File: src/rtl/dmem_arbiter_pkg.sv
// dmem_arbiter_pkg: arbiter FSM states, CPU phase encodings and LD/ST opcodes shared with CPU decode.
package dmem_arbiter_pkg;

    typedef enum logic [1:0] {
        ARB_IDLE = 2'b00,
        ARB_WAIT = 2'b01,
        ARB_RESP = 2'b10
    } arb_state_t;

    localparam logic [3:0] PH0 = 4'b0001;
    localparam logic [3:0] PH1 = 4'b0010;
    localparam logic [3:0] PH2 = 4'b0100;
    localparam logic [3:0] PH3 = 4'b1000;

    localparam logic [3:0] OP_LD = 4'b0010;
    localparam logic [3:0] OP_ST = 4'b0011;

    function automatic logic is_mem_op(input logic [3:0] opcode);
        return opcode == OP_LD || opcode == OP_ST;
    endfunction

endpackage

File: src/rtl/sat_counter.sv
// sat_counter: W-bit up counter that either saturates at all-ones or wraps.
module sat_counter #(
    parameter int W = 16
) (
    input  logic         clk,
    input  logic         rst,
    input  logic         en,
    input  logic         sat,
    output logic [W-1:0] count
);

    always_ff @(posedge clk or posedge rst) begin
        if (rst)
            count <= '0;
        else if (en && !(sat && &count))
            count <= count + 1'b1;
    end

endmodule

File: src/rtl/dmem_arbiter.sv
// dmem_arbiter: shares single-port data memory between the CPU (always first) and a host port.
module dmem_arbiter
    import dmem_arbiter_pkg::*;
#(
    parameter int AW = 16,
    parameter int DW = 16,
    parameter int CW = 16
) (
    input  logic          CLK,
    input  logic          RST,
    input  logic [3:0]    ph,
    input  logic [15:0]   ir,
    input  logic [AW-1:0] cpu_addr,
    input  logic [DW-1:0] cpu_wdata,
    input  logic          cpu_write,
    output logic [DW-1:0] cpu_rdata,
    input  logic          host_req,
    input  logic          host_we,
    input  logic [AW-1:0] host_addr,
    input  logic [DW-1:0] host_wdata,
    output logic          host_ack,
    output logic [DW-1:0] host_rdata,
    output logic [AW-1:0] mem_addr,
    output logic [DW-1:0] mem_wdata,
    output logic          mem_write,
    input  logic [DW-1:0] mem_rdata,
    output logic [CW-1:0] host_count,
    output logic [CW-1:0] stall_count,
    output logic          host_grant
);

    arb_state_t    state, next_state;
    logic          cpu_slot;
    logic          lat_we;
    logic [AW-1:0] lat_addr;
    logic [DW-1:0] lat_wdata;
    logic          unused_ir;

    assign unused_ir = ^ir[11:0];
    assign cpu_slot  = cpu_write || (ph == PH2 && is_mem_op(ir[15:12]));
    assign cpu_rdata = mem_rdata;

    always_ff @(posedge CLK or posedge RST) begin
        if (RST)
            state <= ARB_IDLE;
        else
            state <= next_state;
    end

    always_comb begin
        next_state = state == ARB_IDLE ? (host_req ? ARB_WAIT : ARB_IDLE) :
                     state == ARB_WAIT ? (cpu_slot ? ARB_WAIT : ARB_RESP) : ARB_IDLE;
    end

    always_comb begin
        host_grant = state == ARB_WAIT && !cpu_slot;
        host_ack   = state == ARB_RESP;
        mem_addr   = host_grant ? lat_addr  : cpu_addr;
        mem_wdata  = host_grant ? lat_wdata : cpu_wdata;
        mem_write  = host_grant ? lat_we    : cpu_write;
    end

    // Host request is captured once so the host may change nothing until ack.
    always_ff @(posedge CLK or posedge RST) begin
        if (RST) begin
            lat_we    <= 1'b0;
            lat_addr  <= '0;
            lat_wdata <= '0;
        end else if (state == ARB_IDLE && host_req) begin
            lat_we    <= host_we;
            lat_addr  <= host_addr;
            lat_wdata <= host_wdata;
        end
    end

    always_ff @(posedge CLK or posedge RST) begin
        if (RST)
            host_rdata <= '0;
        else if (host_grant && !lat_we)
            host_rdata <= mem_rdata;
    end

    sat_counter #(.W(CW)) u_host_count (
        .clk   (CLK),
        .rst   (RST),
        .en    (host_ack),
        .sat   (1'b0),
        .count (host_count)
    );

    sat_counter #(.W(CW)) u_stall_count (
        .clk   (CLK),
        .rst   (RST),
        .en    (state == ARB_WAIT && cpu_slot),
        .sat   (1'b1),
        .count (stall_count)
    );

endmodule

File: config.mk
export PLATFORM = sky130hd
export DESIGN_NAME = dmem_arbiter
export DESIGN_NICKNAME = d
export VERILOG_FILES = /design/src/rtl/dmem_arbiter_pkg.sv /design/src/rtl/sat_counter.sv /design/src/rtl/dmem_arbiter.sv
export SDC_FILE = /design/constraint.sdc
export NUM_CORES = 1
export LEC_CHECK = 0
export ABC_AREA = 1
export BUFFER_PORTS_ARGS = -buffer_cell sky130_fd_sc_hd__buf_4
export CAP_MARGIN = 20
export CORE_UTILIZATION = 30
export DETAILED_ROUTE_END_ITERATION = 10
export SETUP_SLACK_MARGIN = 0.2
export SYNTH_ARGS = -nofsm -noshare
export SYNTH_HDL_FRONTEND = slang
export SYNTH_SLANG_ARGS = --single-unit
File: constraint.sdc
create_clock -name CLK -period 2.25 [get_ports CLK]
set_input_delay 0 -clock CLK [delete_from_list [all_inputs] [get_ports CLK]]
set_output_delay 0 -clock CLK [all_outputs]
set_load 0.005 [all_outputs]
==> results of run 1 <==
## synthesized netlist by cell type
cell	count	area, sq um
sky130_fd_sc_hd__nand2_1	219	822
sky130_fd_sc_hd__dfrtp_1	83	2080
sky130_fd_sc_hd__inv_1	46	173
sky130_fd_sc_hd__mux2_2	30	338
sky130_fd_sc_hd__nor2_1	27	101
sky130_fd_sc_hd__buf_4	22	165
sky130_fd_sc_hd__o21ai_1	14	70.1
sky130_fd_sc_hd__nand3_1	12	60.1
sky130_fd_sc_hd__xnor2_1	12	105
sky130_fd_sc_hd__nand4_1	10	62.6
sky130_fd_sc_hd__xor2_1	7	61.3
sky130_fd_sc_hd__buf_2	6	30.0
sky130_fd_sc_hd__nand2_2	5	31.3
sky130_fd_sc_hd__nor2_4	5	56.3
sky130_fd_sc_hd__o21ai_0	5	25.0
sky130_fd_sc_hd__inv_2	4	15.0
sky130_fd_sc_hd__nand3_2	3	30.0
sky130_fd_sc_hd__buf_6	2	22.5
sky130_fd_sc_hd__ha_1	2	25.0
sky130_fd_sc_hd__mux2_1	2	22.5
sky130_fd_sc_hd__nor2_2	2	12.5
sky130_fd_sc_hd__a21oi_1	1	5.00
sky130_fd_sc_hd__nand2_4	1	11.3
sky130_fd_sc_hd__nand3_4	1	17.5
sky130_fd_sc_hd__nand3b_1	1	7.51
sky130_fd_sc_hd__nand4_4	1	21.3
sky130_fd_sc_hd__nor3_1	1	5.00
## cells by family (layout without fill, tap and decap cells)
group                    count (synthesis)  after routing  share of synthesized area [%]
AO/OA/AOI/OAI                           20             20                           2.29
XOR/XNOR                                19             19                           3.81
adder cells (fa/ha/maj)                  2              2                          0.572
buffers and inverters                   80            308                           9.27
flip-flops                              83             83                           47.5
multiplexers                            32             32                           8.24
AND/OR/NAND/NOR                        288            288                           28.3
## power groups by stage
stage          combinational, W  clock (W)  sequential [W]
6_report                0.00179    0.00147         0.00230
5_1_grt                 0.00199    0.00160         0.00237
4_1_cts                 0.00181    0.00153         0.00230
3_5_place_dp            0.00174          0         0.00232
3_3_place_gp            0.00170          0         0.00230
2_1_floorplan          0.000933          0         0.00227
## worst max-delay path: stages, from the launching register on
cell and delay [ns]:
sky130_fd_sc_hd__dfrtp_1 0.42, sky130_fd_sc_hd__inv_2 0.11, sky130_fd_sc_hd__nor2_4 0.08, sky130_fd_sc_hd__nand2_4 0.08, sky130_fd_sc_hd__clkinv_2 0.35, sky130_fd_sc_hd__nand2_1 0.20, sky130_fd_sc_hd__nand2_1 0.09, sky130_fd_sc_hd__buf_4 0.14
## state kept, by name (all words and copies together) (netlist names)
name / cells
host_rdata: 16
u_host_count.count: 16
lat_we: 1
state: 2
u_stall_count.count: 16
lat_addr: 16
lat_wdata: 16
## cell type report
cell class	count	area, sq um
Clock buffer	13	260
Clock inverter	2	35.0
Fill cell	1344	7400
Inverter	50	193
Multi-Input combinational cell	361	1890
Sequential cell	83	2080
Tap cell	180	225
Timing Repair Buffer	243	1960
## through the flow
step | std cells | instance area [sq um] | hold WS, ns | utilization [%]
after global routing | 932 | 6640 | 0.196 | 47.3
after detailed placement | 867 | 5850 | 0.176 | 41.6
after CTS | 932 | 6640 | 0.128 | 47.3
after floorplan | 524 | 4380 | 0.0808 | -
final | 932 | 6640 | 0.134 | 47.3
after global placement | 867 | 5850 | 0.177 | 41.6
## routing by layer
metal  part of all wire (%)  vias to the layer above
met5                      0                        -
met4                    2.1                        0
met3                    5.0                       17
met2                     52                      110
met1                     41                     1901
li1                       -                     2056
## how the worst min path moves through the flow
stage	startpoint	endpoint	slack (ns)	cells past startpoint
after floorplan	mem_rdata[0]	cpu_rdata[0]	0.08	1
after CTS	cpu_write	state[0]	0.13	5
final	cpu_write	state[0]	0.13	5
after global placement	mem_rdata[14]	cpu_rdata[14]	0.18	2
after detailed placement	mem_rdata[5]	cpu_rdata[5]	0.18	2
after global routing	cpu_write	state[0]	0.20	5
## what timing repair did
action                     in CTS  in global routing
setup endpoints to repair       0                  3
hold buffers                   50                  0
hold endpoints to repair       88                  0
resized for setup               0                  1
==> parameters.txt, run 1 <==
Parameter                              Value

Global route
  Busiest grt layer    met2
  Pin count of the biggest net entering global routing    45
  Initial antenna violation count    0
  Via count of the first global-routing pass    4064
  M1 GR Usage    18.1%
  Met3 global-route usage    3.49%
  Remaining global-route overflow    0
  Global Route met2 Usage    29.3%
  Overall Global Routing Usage    16.2%
  First-pass GRT wire length    19.0 mm

Detailed routing
  Remaining antenna violation count    0
  Detailed-router iteration count before antenna repair    4
  Total via count in the routed design    4084
  Vias per cell    4.38
  DRC violation total after the first TritonRoute iteration    158
  DRC viols    0
  Routed WL per cell    12.4 um
  Sum of routed wire length over all layers    11.5 mm

Logic synthesis
  Netlist cell types    27
  YS warnings    0
  Synthesized netlist cell count    524
  Share of the yosys chip area belonging to registers    47.5%
  Summed instance area of the synthesized netlist    4370 sq um
  Net count after synthesis    631
  Number of synthesized register bits    83
  Mean instance size in the synthesized netlist    8.35 sq um

Clock tree
  CTS tree    done
  CTS HTree Levels    3
  Buffer levels on the longest clock path    2
  Cell at the root of the clock tree    sky130_fd_sc_hd__clkbuf_16
  Skew-Pair Late Insertion Delay    0.33 ns
  Clock transition time at the flip-flop clock pins of the worst setup and hold paths    0.05 ns
  Number of post-CTS setup repair buffers    0
  Number of buffers added by the clock tree synthesis step    9
  Number of clock sinks seen by CTS    83

Worst setup path
  Startpoint of the lowest-slack register-to-register path    u_stall_count.count[0]
  Setup crit end    mem_addr[11]
  Category of the worst setup path launch point    register
  Worst endpoint data arrival time    1.81 ns
  Classification of the worst setup path    reg -> out
  Crit end category    output port
  Critical path data required time    2.25 ns
  Beginning of the critical path    state[0]
  R2R Setup Slk    0.59 ns
  Depth of the worst register-to-register path    8
  Reg2reg end    u_stall_count.count[7]
  Worst Path Max Fanout    33

Timing
  Sum of negative setup slack    0 ns
  Number of failing setup endpoints in the final timing report    0
  Setup clock skew after layout    0.00699 ns
  Worst slew slack as a fraction of its limit    40.8%
  Final Hold Viols    0
  Setup WS post-layout    0.436 ns
  Post-route minimum period    1.81 ns
  Worst Tran Pin Value    0.886 ns
  Final cycle utilization of the critical path    80.6%
  Unrepaired setup endpoints after global routing    false
  Top achievable clock speed    551 MHz
  Total count of max-transition violations in the final report    0

Layout
  Fin nets    855
  Leading cell types in the layout, fill and taps excluded    sky130_fd_sc_hd__nand2_1 (219), sky130_fd_sc_hd__buf_4 (192), sky130_fd_sc_hd__dfrtp_1 (83), sky130_fd_sc_hd__dlygate4sd3_1 (50), sky130_fd_sc_hd__inv_1 (45)
  Fraction of layout cells with a size suffix above 1    34.4%
  Leading cell type in the layout, fill and taps excluded    sky130_fd_sc_hd__nand2_1
  Diodes inserted    0
  Area growth syn-to-layout    51.9%

Power
  Maximum vdd ir drop    0.000494 V
  Internal power    0.00390 W
  Power after layout    0.00556 W
  Ratio of total power to cell area    837 nW/um^2
  Combinational share of power    32.1%
  Power dissipated by switching net loads    0.00166 W
  Power share of the clock group    26.5%
  Reg power frac    41.3%
  Leakage power    3.48 nW
  Fraction of power spent switching nets    29.8%

Placed design
  Worst setup slack after placement    0.598 ns
  Number of port buffers    190
  DP HPWL    8.02 mm
  Placer Congestion    0.786

Floorplan
  Vertical die dimension    123 um
  Width of the chip    123 um
  Number of cell rows    43
  Count of pins on the block boundary    204
  Core region area    14000 sq um
  Effective utilization at floorplan    31.1%
  Die area    15100 sq um

Min path
  Worst Hold Class    in -> reg

Status
  Status    finished clean

Flow run
  Max capacitance violation total    0
Power figures use the tool's default switching activity.
==> run 2, diff against run 1 <==
==> constraint.sdc (replaced) <==
create_clock -name CLK -period 1.9 [get_ports CLK]
set_input_delay 0 -clock CLK [delete_from_list [all_inputs] [get_ports CLK]]
set_output_delay 0 -clock CLK [all_outputs]
set_load 0.005 [all_outputs]
==> run 2 against run 1 <==
Worst hold slack better by 0.017 ns; sequential share of layout area down 0.69 points; core utilization up 1.1 points; register-to-register slack worse by 0.25 ns; clock-buffer cell count up 1; setup slack worse by 0.098 ns; clock power up 24%; sequential cell count unchanged; via count up 1.4%; largest cell class unchanged; highest routed layer unchanged.
==> parameters.txt, run 2 (synthesis results as in run 1) <==
Parameter                              Value

Layout
  Leading cell types in the layout, fill and taps excluded    sky130_fd_sc_hd__nand2_1 (219), sky130_fd_sc_hd__buf_4 (191), sky130_fd_sc_hd__dfrtp_1 (82), sky130_fd_sc_hd__dlygate4sd3_1 (50), sky130_fd_sc_hd__inv_1 (45)
  Area growth syn-to-layout    55.4%
  Filler Cells Inserted    1343 (-0.074%)
  Fin nets    861 (+0.70%)
  Area of combinational cells with multiple inputs    1910 sq um (+0.79%)
  Diodes inserted    0 (unchanged)
  Leading cell type in the layout, fill and taps excluded    sky130_fd_sc_hd__nand2_1
  Final design utilization    48.4% (+1.1 points)
  Area used by sequential logic in the layout    2080 sq um (about the same)
  Fraction of layout cells with a size suffix above 1    35.4% (+0.91 points)

Detailed routing
  DRC violation total after the first TritonRoute iteration    130 (-18%)
  Detailed-router iteration count before antenna repair    4 (unchanged)
  DRC viols    0 (unchanged)
  Remaining antenna violation count    0 (unchanged)
  Vias per cell    4.41 (+0.72%)
  Total via count in the routed design    4140 (+1.4%)
  Sum of routed wire length over all layers    11.9 mm (+3.2%)
  Routed WL per cell    12.7 um (+2.5%)

Worst setup path
  Worst Path Max Fanout    15 (-55%)
  Cells along the critical path    inv_2 -> nor2_4 -> nand2_4 -> inv_8 -> buf_12 -> nand2_1 -> nand2_1 -> buf_4
  Worst endpoint data arrival time    1.56 ns (-0.25 ns)
  Worst path most repeated cell    sky130_fd_sc_hd__nand2_1
  Peak per-stage delay on the critical path    0.40 ns (-0.02 ns)
  Startpoint of the lowest-slack register-to-register path    state[0]
  Category of the worst setup path launch point    register
  Family of cells with the greatest summed delay on the critical path    buffers and inverters
  Depth of the worst register-to-register path    6 (-2)
  Crit end category    output port
  Slowest cell on crit path    sky130_fd_sc_hd__dfrtp_1
  Classification of the worst setup path    reg -> out
  R2R Setup Slk    0.34 ns (-0.25 ns)
  CP Buf/Inv Count    4 (+1)
  Critical path data required time    1.90 ns (-0.35 ns)
  Reg2reg end    host_rdata[15]

Global route
  First-pass GRT wire length    18.8 mm (-1.2%)
  Overall Global Routing Usage    16.0% (-0.15 points)
  Remaining global-route overflow    0 (unchanged)
  Via count of the first global-routing pass    3988 (-1.9%)
  Pin count of the biggest net entering global routing    38 (-16%)
  Initial antenna violation count    0 (unchanged)

Floorplan
  Core region area    14000 sq um (unchanged)
  Vertical die dimension    123 um (unchanged)
  Width of the chip    123 um (unchanged)
  Effective utilization at floorplan    31.1% (unchanged)
  Die area    15100 sq um (unchanged)
  Number of cell rows    43 (unchanged)
  Count of pins on the block boundary    204 (unchanged)

Placed design
  Number of port buffers    190 (unchanged)
  DP HPWL    8.16 mm (+1.8%)
  Placer Congestion    0.807 (+2.7%)
  Worst setup slack after placement    0.283 ns (-0.315 ns)

Clock tree
  Number of buffers added by the clock tree synthesis step    9 (unchanged)
  Cell at the root of the clock tree    sky130_fd_sc_hd__clkbuf_16
  Buffer levels on the longest clock path    2 (unchanged)
  CTS HTree Levels    3 (unchanged)
  Clock transition time at the flip-flop clock pins of the worst setup and hold paths    0.05 ns (about the same)
  Number of clock sinks seen by CTS    83 (unchanged)
  Skew-Pair Late Insertion Delay    0.34 ns (about the same)
  CTS tree    done

Power
  Leakage power    3.55 nW (+2.0%)
  Ratio of total power to cell area    1000 nW/um^2 (+20%)
  Maximum vdd ir drop    0.000543 V (+9.9%)

Timing
  WHS    0.152 ns (+0.0174 ns)
  Worst Tran Pin Value    0.435 ns (-0.451 ns)
  Top achievable clock speed    640 MHz
  Final Hold Viols    0 (unchanged)
  Sum of negative setup slack    0 ns (unchanged)
  Worst slew slack as a fraction of its limit    70.9% (+30 points)
  Final cycle utilization of the critical path    82.2%
  Post-route minimum period    1.56 ns
  Unrepaired setup endpoints after global routing    false
  Setup clock skew after layout    0.00682 ns (-0.000180 ns)
  Number of failing setup endpoints in the final timing report    0 (unchanged)
  Total count of max-transition violations in the final report    0 (unchanged)
  Setup WS post-layout    0.338 ns (-0.0983 ns)

Min path
  Startpoint of the lowest-slack hold path    host_req
  Number of cells traversed by the worst hold path    4 (-1)
  Worst Hold Path EP    state[0]
  Worst Hold Class    in -> reg

Flow run
  Max capacitance violation total    0 (unchanged)

Status
  Status    finished clean
==> run 2: cell count changes in the layout (fill, tap and decap cells not counted) <==
cell | before | now
sky130_fd_sc_hd__clkbuf_16 | 9 | 10
sky130_fd_sc_hd__inv_8 | 0 | 1
sky130_fd_sc_hd__dfrtp_2 | 0 | 1
sky130_fd_sc_hd__clkbuf_1 | 2 | 1
sky130_fd_sc_hd__nand4_2 | 0 | 1
sky130_fd_sc_hd__buf_12 | 1 | 5
sky130_fd_sc_hd__ha_2 | 0 | 1
sky130_fd_sc_hd__clkbuf_8 | 2 | 4
sky130_fd_sc_hd__clkinv_2 | 2 | 0
sky130_fd_sc_hd__ha_1 | 2 | 1
sky130_fd_sc_hd__buf_8 | 0 | 1
sky130_fd_sc_hd__dfrtp_1 | 83 | 82
sky130_fd_sc_hd__buf_4 | 192 | 191
==> run 2: worst min-delay path, delay by kind of cell <==
family | cells | cell delay [ns]
buffers and inverters | 2 | 0.27
AND/OR/NAND/NOR | 2 | 0.18
==> run 2: per-stage QoR <==
step	total power, W	std cells	area (sq um)
floorplan	0.00379	524	4380
global placement	0.00478	869	5900
detailed placement	0.00485	869	5900
CTS	0.00682	935	6720
global route	0.00725	938	6800
finish	0.00680	938	6800
==> run 2: worst max path at each step <==
stage                           startpoint                      end  slack (ns)  depth (start not counted)
global route                      state[0]             mem_addr[11]        0.20                          8
CTS                               state[0]             mem_addr[15]        0.22                          7
detailed placement  u_stall_count.count[0]  u_stall_count.count[14]        0.28                          8
floorplan           u_stall_count.count[0]   u_stall_count.count[2]        0.43                          9
finish                            state[0]             mem_addr[11]        0.34                          8
global placement    u_stall_count.count[0]  u_stall_count.count[11]        0.34                          8
==> run 2: area by class of cell <==
class	instances	share of cell area, %
sequential	83	30.6
inverter	50	2.93
multi-input combinational	362	28.0
tap	180	3.31
timing repair buffer	248	30.5
clock buffer	14	4.18
clock inverter	1	0.442
==> run 2: report_power, final <==
| group | switching (W) | internal (W) |
|---|---|---|
| clock | 0.000669 | 0.00116 |
| sequential | 0.000392 | 0.00234 |
| combinational | 0.000955 | 0.00129 |
==> run 2: layer usage <==
layer  GRT usage [%]  routed length (um)  vias up  share of wire, %
met3            2.93                 550       18               4.6
met1            18.8                4950     1927                42
li1                -                   -     2078                 -
met2            28.1                6180      117                52
met4            7.62                 242        0               2.0
met5               0                   0        -                 0
==> run 2: timing repair <==
action                                  4_1_cts  5_1_grt
pin swaps                                     1        1
endpoints found under the setup margin       24       51
gates resized for setup                       1        6
cloned                                        0        2
setup buffers                                 1        1
hold endpoints to repair                    132        0
hold buffers                                 50        0
==> run 3, diff against run 2 <==
--- a/config.mk
+++ b/config.mk
@@ -5,7 +5,7 @@
 export SDC_FILE = /design/constraint.sdc
 export NUM_CORES = 1
 export LEC_CHECK = 0
-export ABC_AREA = 1
+export ABC_AREA = 0
 export BUFFER_PORTS_ARGS = -buffer_cell sky130_fd_sc_hd__buf_4
 export CAP_MARGIN = 20
 export CORE_UTILIZATION = 30
==> constraint.sdc (replaced) <==
create_clock -name CLK -period 1.6 [get_ports CLK]
set_input_delay 0 -clock CLK [delete_from_list [all_inputs] [get_ports CLK]]
set_output_delay 0 -clock CLK [all_outputs]
set_load 0.005 [all_outputs]
==> run 3 against run 2 <==
The flow now finishes with violations (setup timing); total power is 41% higher; sequential power is 21% higher; die area is 8.4% lower; final cell count is 17% lower; worst hold slack better by 0.072 ns; sequential cell count stayed put; largest cell class is now non-clock buffers; largest power group is now combinational logic.
==> parameters.txt, run 3 <==
Parameter                              Value

Placed design
  DP HPWL    7.16 mm (-12%)
  Placer Congestion    0.770 (-4.6%)
  Number of port buffers    190 (unchanged)

Logic synthesis
  Share of the yosys chip area belonging to registers    51.9% (+4.4 points)
  Net count after synthesis    413 (-35%)
  Cell with the most instances after synthesis    sky130_fd_sc_hd__dfrtp_1
  Leading cell types by total area after synthesis    sky130_fd_sc_hd__dfrtp_1 (52%), sky130_fd_sc_hd__mux2_2 (21%), sky130_fd_sc_hd__mux2_4 (3.8%)
  Most used standard cells in the synthesized netlist    sky130_fd_sc_hd__dfrtp_1 (83), sky130_fd_sc_hd__mux2_2 (75), sky130_fd_sc_hd__nand2_1 (18)
  Netlist cell types    34 (+26%)
  Summed instance area of the synthesized netlist    4000 sq um (-8.5%)
  YS warnings    0 (unchanged)
  Synthesized netlist cell count    306 (-42%)
  Share of the synthesized area in the top cell type    51.9% (+4.4 points)
  Top cell type by total area after synthesis    sky130_fd_sc_hd__dfrtp_1
  Mean instance size in the synthesized netlist    13.1 sq um (+57%)
  Number of synthesized register bits    83 (unchanged)
  Async SR Flop Fraction    100% (unchanged)
  Count of flip-flops with a built-in enable after synthesis    0 (unchanged)
  Most used flip-flop cell after synthesis    sky130_fd_sc_hd__dfrtp_1

Floorplan
  Number of cell rows    41 (-4.7%)
  Count of pins on the block boundary    204 (unchanged)
  Width of the chip    117 um (-4.3%)
  Die area    13800 sq um (-8.4%)
  Effective utilization at floorplan    31.2% (+0.059 points)
  Vertical die dimension    117 um (-4.3%)
  Core region area    12800 sq um (-8.7%)

Worst setup path
  Classification of the worst setup path    reg -> reg
  CP Buf/Inv Count    6 (+2)
  Slowest cell on crit path    sky130_fd_sc_hd__dfrtp_1
  Critical path data required time    1.82 ns (-0.08 ns)
  Peak per-stage delay on the critical path    0.39 ns (about the same)
  Family of cells with the greatest summed delay on the critical path    buffers and inverters
  Reg2reg end    lat_wdata[7]
  Category of the worst setup path launch point    register
  Cells along the critical path    buf_4 -> buf_6 -> buf_4 -> nor3b_4 -> buf_6 -> buf_6 -> clkbuf_16 -> mux2_4
  Startpoint of the lowest-slack register-to-register path    state[1]
  Crit end category    register
  Worst endpoint data arrival time    2.01 ns (+0.45 ns)
  Worst path most repeated cell    sky130_fd_sc_hd__buf_6
  Worst Path Max Fanout    6 (-9)
  Depth of the worst register-to-register path    8 (+2)
  R2R Setup Slk    -0.20 ns (-0.53 ns)

Layout
  Fraction of layout cells with a size suffix above 1    65.8% (+30 points)
  Leading cell type in the layout, fill and taps excluded    sky130_fd_sc_hd__buf_4
  Diodes inserted    0 (unchanged)
  Filler Cells Inserted    989 (-26%)
  Leading cell types in the layout, fill and taps excluded    sky130_fd_sc_hd__buf_4 (191), sky130_fd_sc_hd__mux2_4 (84), sky130_fd_sc_hd__dfrtp_1 (83), sky130_fd_sc_hd__buf_6 (53), sky130_fd_sc_hd__dlygate4sd3_1 (50)
  Fin nets    706 (-18%)
  Area growth syn-to-layout    95.4%

Timing
  Setup WS post-layout    -0.196 ns (-0.534 ns)
  Total count of max-transition violations in the final report    0 (unchanged)
  Final Hold Viols    0 (unchanged)
  Number of failing setup endpoints in the final timing report    88 (+88)
  Sum of negative setup slack    -10.61 ns (-10.61 ns)
  Final cycle utilization of the critical path    112%
  Unrepaired setup endpoints after global routing    true
  Top achievable clock speed    557 MHz
  Setup clock skew after layout    0.00670 ns (-0.000119 ns)
  Post-route minimum period    1.80 ns
  Worst slew slack as a fraction of its limit    69.2% (-1.7 points)
  Worst Tran Pin Value    0.461 ns (+0.0263 ns)

Global route
  Initial antenna violation count    0 (unchanged)
  Remaining global-route overflow    0 (unchanged)
  First-pass GRT wire length    19.6 mm (+4.6%)
  Via count of the first global-routing pass    3798 (-4.8%)
  Pin count of the biggest net entering global routing    84 (+120%)
  Overall Global Routing Usage    18.2% (+2.2 points)

Clock tree
  CTS tree    done
  CTS HTree Levels    3 (unchanged)
  Clock transition time at the flip-flop clock pins of the worst setup and hold paths    0.06 ns (about the same)
  Skew-Pair Late Insertion Delay    0.34 ns (about the same)
  Cell at the root of the clock tree    sky130_fd_sc_hd__clkbuf_16
  Number of buffers added by the clock tree synthesis step    9 (unchanged)
  Number of clock sinks seen by CTS    83 (unchanged)
  Buffer levels on the longest clock path    2 (unchanged)

Power
  Power after layout    0.00960 W (+41%)
  Maximum vdd ir drop    0.000851 V (+57%)
  Leakage power    3.80 nW (+7.0%)
  Ratio of total power to cell area    1230 nW/um^2 (+23%)

Flow run
  Max capacitance violation total    0 (unchanged)

Detailed routing
  Sum of routed wire length over all layers    12.4 mm (+4.4%)
  Routed WL per cell    16.1 um (+26%)
  Remaining antenna violation count    0 (unchanged)
  DRC violation total after the first TritonRoute iteration    80 (-38%)
  DRC viols    0 (unchanged)
  Vias per cell    4.51 (+2.2%)
  Total via count in the routed design    3497 (-16%)
  Detailed-router iteration count before antenna repair    4 (unchanged)

Min path
  Startpoint of the lowest-slack hold path    cpu_write
  Worst Hold Class    in -> reg
  Worst Hold Path EP    state[1]
  Number of cells traversed by the worst hold path    4 (unchanged)

Status
  Status    finished with violations
  Violations in the final reports    setup timing
==> run 3: cell types whose count changed after synthesis, sizes merged, moves of 9 or more <==
cell / delta
nand3: -9
nand2: -206
inv: -44
mux2: +53
xor2: +10
o21ai: -19
nor2: -24
==> run 3: cell families (layout without fill, tap and decap cells) <==
kind of cell             count (synthesis)  count (layout)  synth area share (%)
multiplexers                            85              85                  24.9
flip-flops                              83              83                  51.9
AND/OR/NAND/NOR                         72              72                  10.2
AO/OA/AOI/OAI                            2               2                 0.438
adder cells (fa/ha/maj)                  2               2                 0.625
XOR/XNOR                                28              28                  6.13
buffers and inverters                   34             331                  5.82
==> run 3: stage by stage <==
step | std cells | util (%) | setup WS [ns] | hold slack, ns | instance area, sq um
final | 775 | 61.0 | -0.196 | 0.224 | 7820
after CTS | 763 | 59.0 | -0.186 | 0.215 | 7560
after floorplan | 306 | - | -0.0148 | 0.0728 | 4160
after global placement | 672 | 45.9 | 0.0351 | 0.170 | 5880
after global routing | 775 | 61.0 | -0.269 | 0.251 | 7820
after detailed placement | 672 | 45.9 | -0.00570 | 0.175 | 5880
==> run 3: worst register-to-register path: cells and delay by family, from the launching register on <==
family,cells,cell delay [ns]
buf+inv,6,0.79
mux,1,0.30
flops,1,0.39
simple gates,1,0.21
==> run 3: worst max-delay path by stage <==
stage,cells after the start,to,slack [ns],from
3_3_place_gp,5,mem_wdata[0],0.04,state[1]
4_1_cts,6,mem_addr[11],-0.19,state[1]
2_1_floorplan,7,host_rdata[0],-0.01,state[1]
6_report,8,lat_wdata[7],-0.20,state[1]
3_5_place_dp,5,u_stall_count.count[11],-0.006,state[1]
5_1_grt,6,mem_addr[11],-0.27,state[1]
==> run 3: where the power goes <==
part           total [W]  internal [W]  switching [W]
Sequential       0.00329       0.00280       0.000486
Clock            0.00222       0.00139       0.000821
Combinational    0.00410       0.00280        0.00129
Total            0.00960       0.00700        0.00260
==> run 3: repair_timing <==
action / 4_1_cts / 5_1_grt
endpoints found under the setup margin: 107 / 112
hold buffers: 50 / 0
endpoints found under the hold margin: 132 / 0
setup buffers: 20 / 10
gates resized for setup: 140 / 34
pin swaps: 23 / 12
gates cloned: 6 / 2
==> run 3: layout make-up <==
class	count	area [sq um]	share of cell area, %
Clock buffer	10	239	3.06
Clock inverter	5	77.6	0.992
Inverter	6	26.3	0.336
Multi-Input combinational cell	189	2290	29.3
Sequential cell	83	2080	26.6
Tap cell	172	215	2.75
Timing Repair Buffer	310	2890	37.0
==> run 3: metal layers <==
| metal | GRT usage, % | part of all wire [%] | up-vias | wire length, um |
|---|---|---|---|---|
| li1 | - | - | 1627 | - |
| met1 | 21.0 | 41 | 1743 | 5080 |
| met2 | 32.6 | 53 | 115 | 6580 |
| met3 | 5.91 | 5.3 | 12 | 665 |
| met4 | 4.09 | 0.99 | 0 | 123 |
| met5 | 0 | 0 | - | 0 |
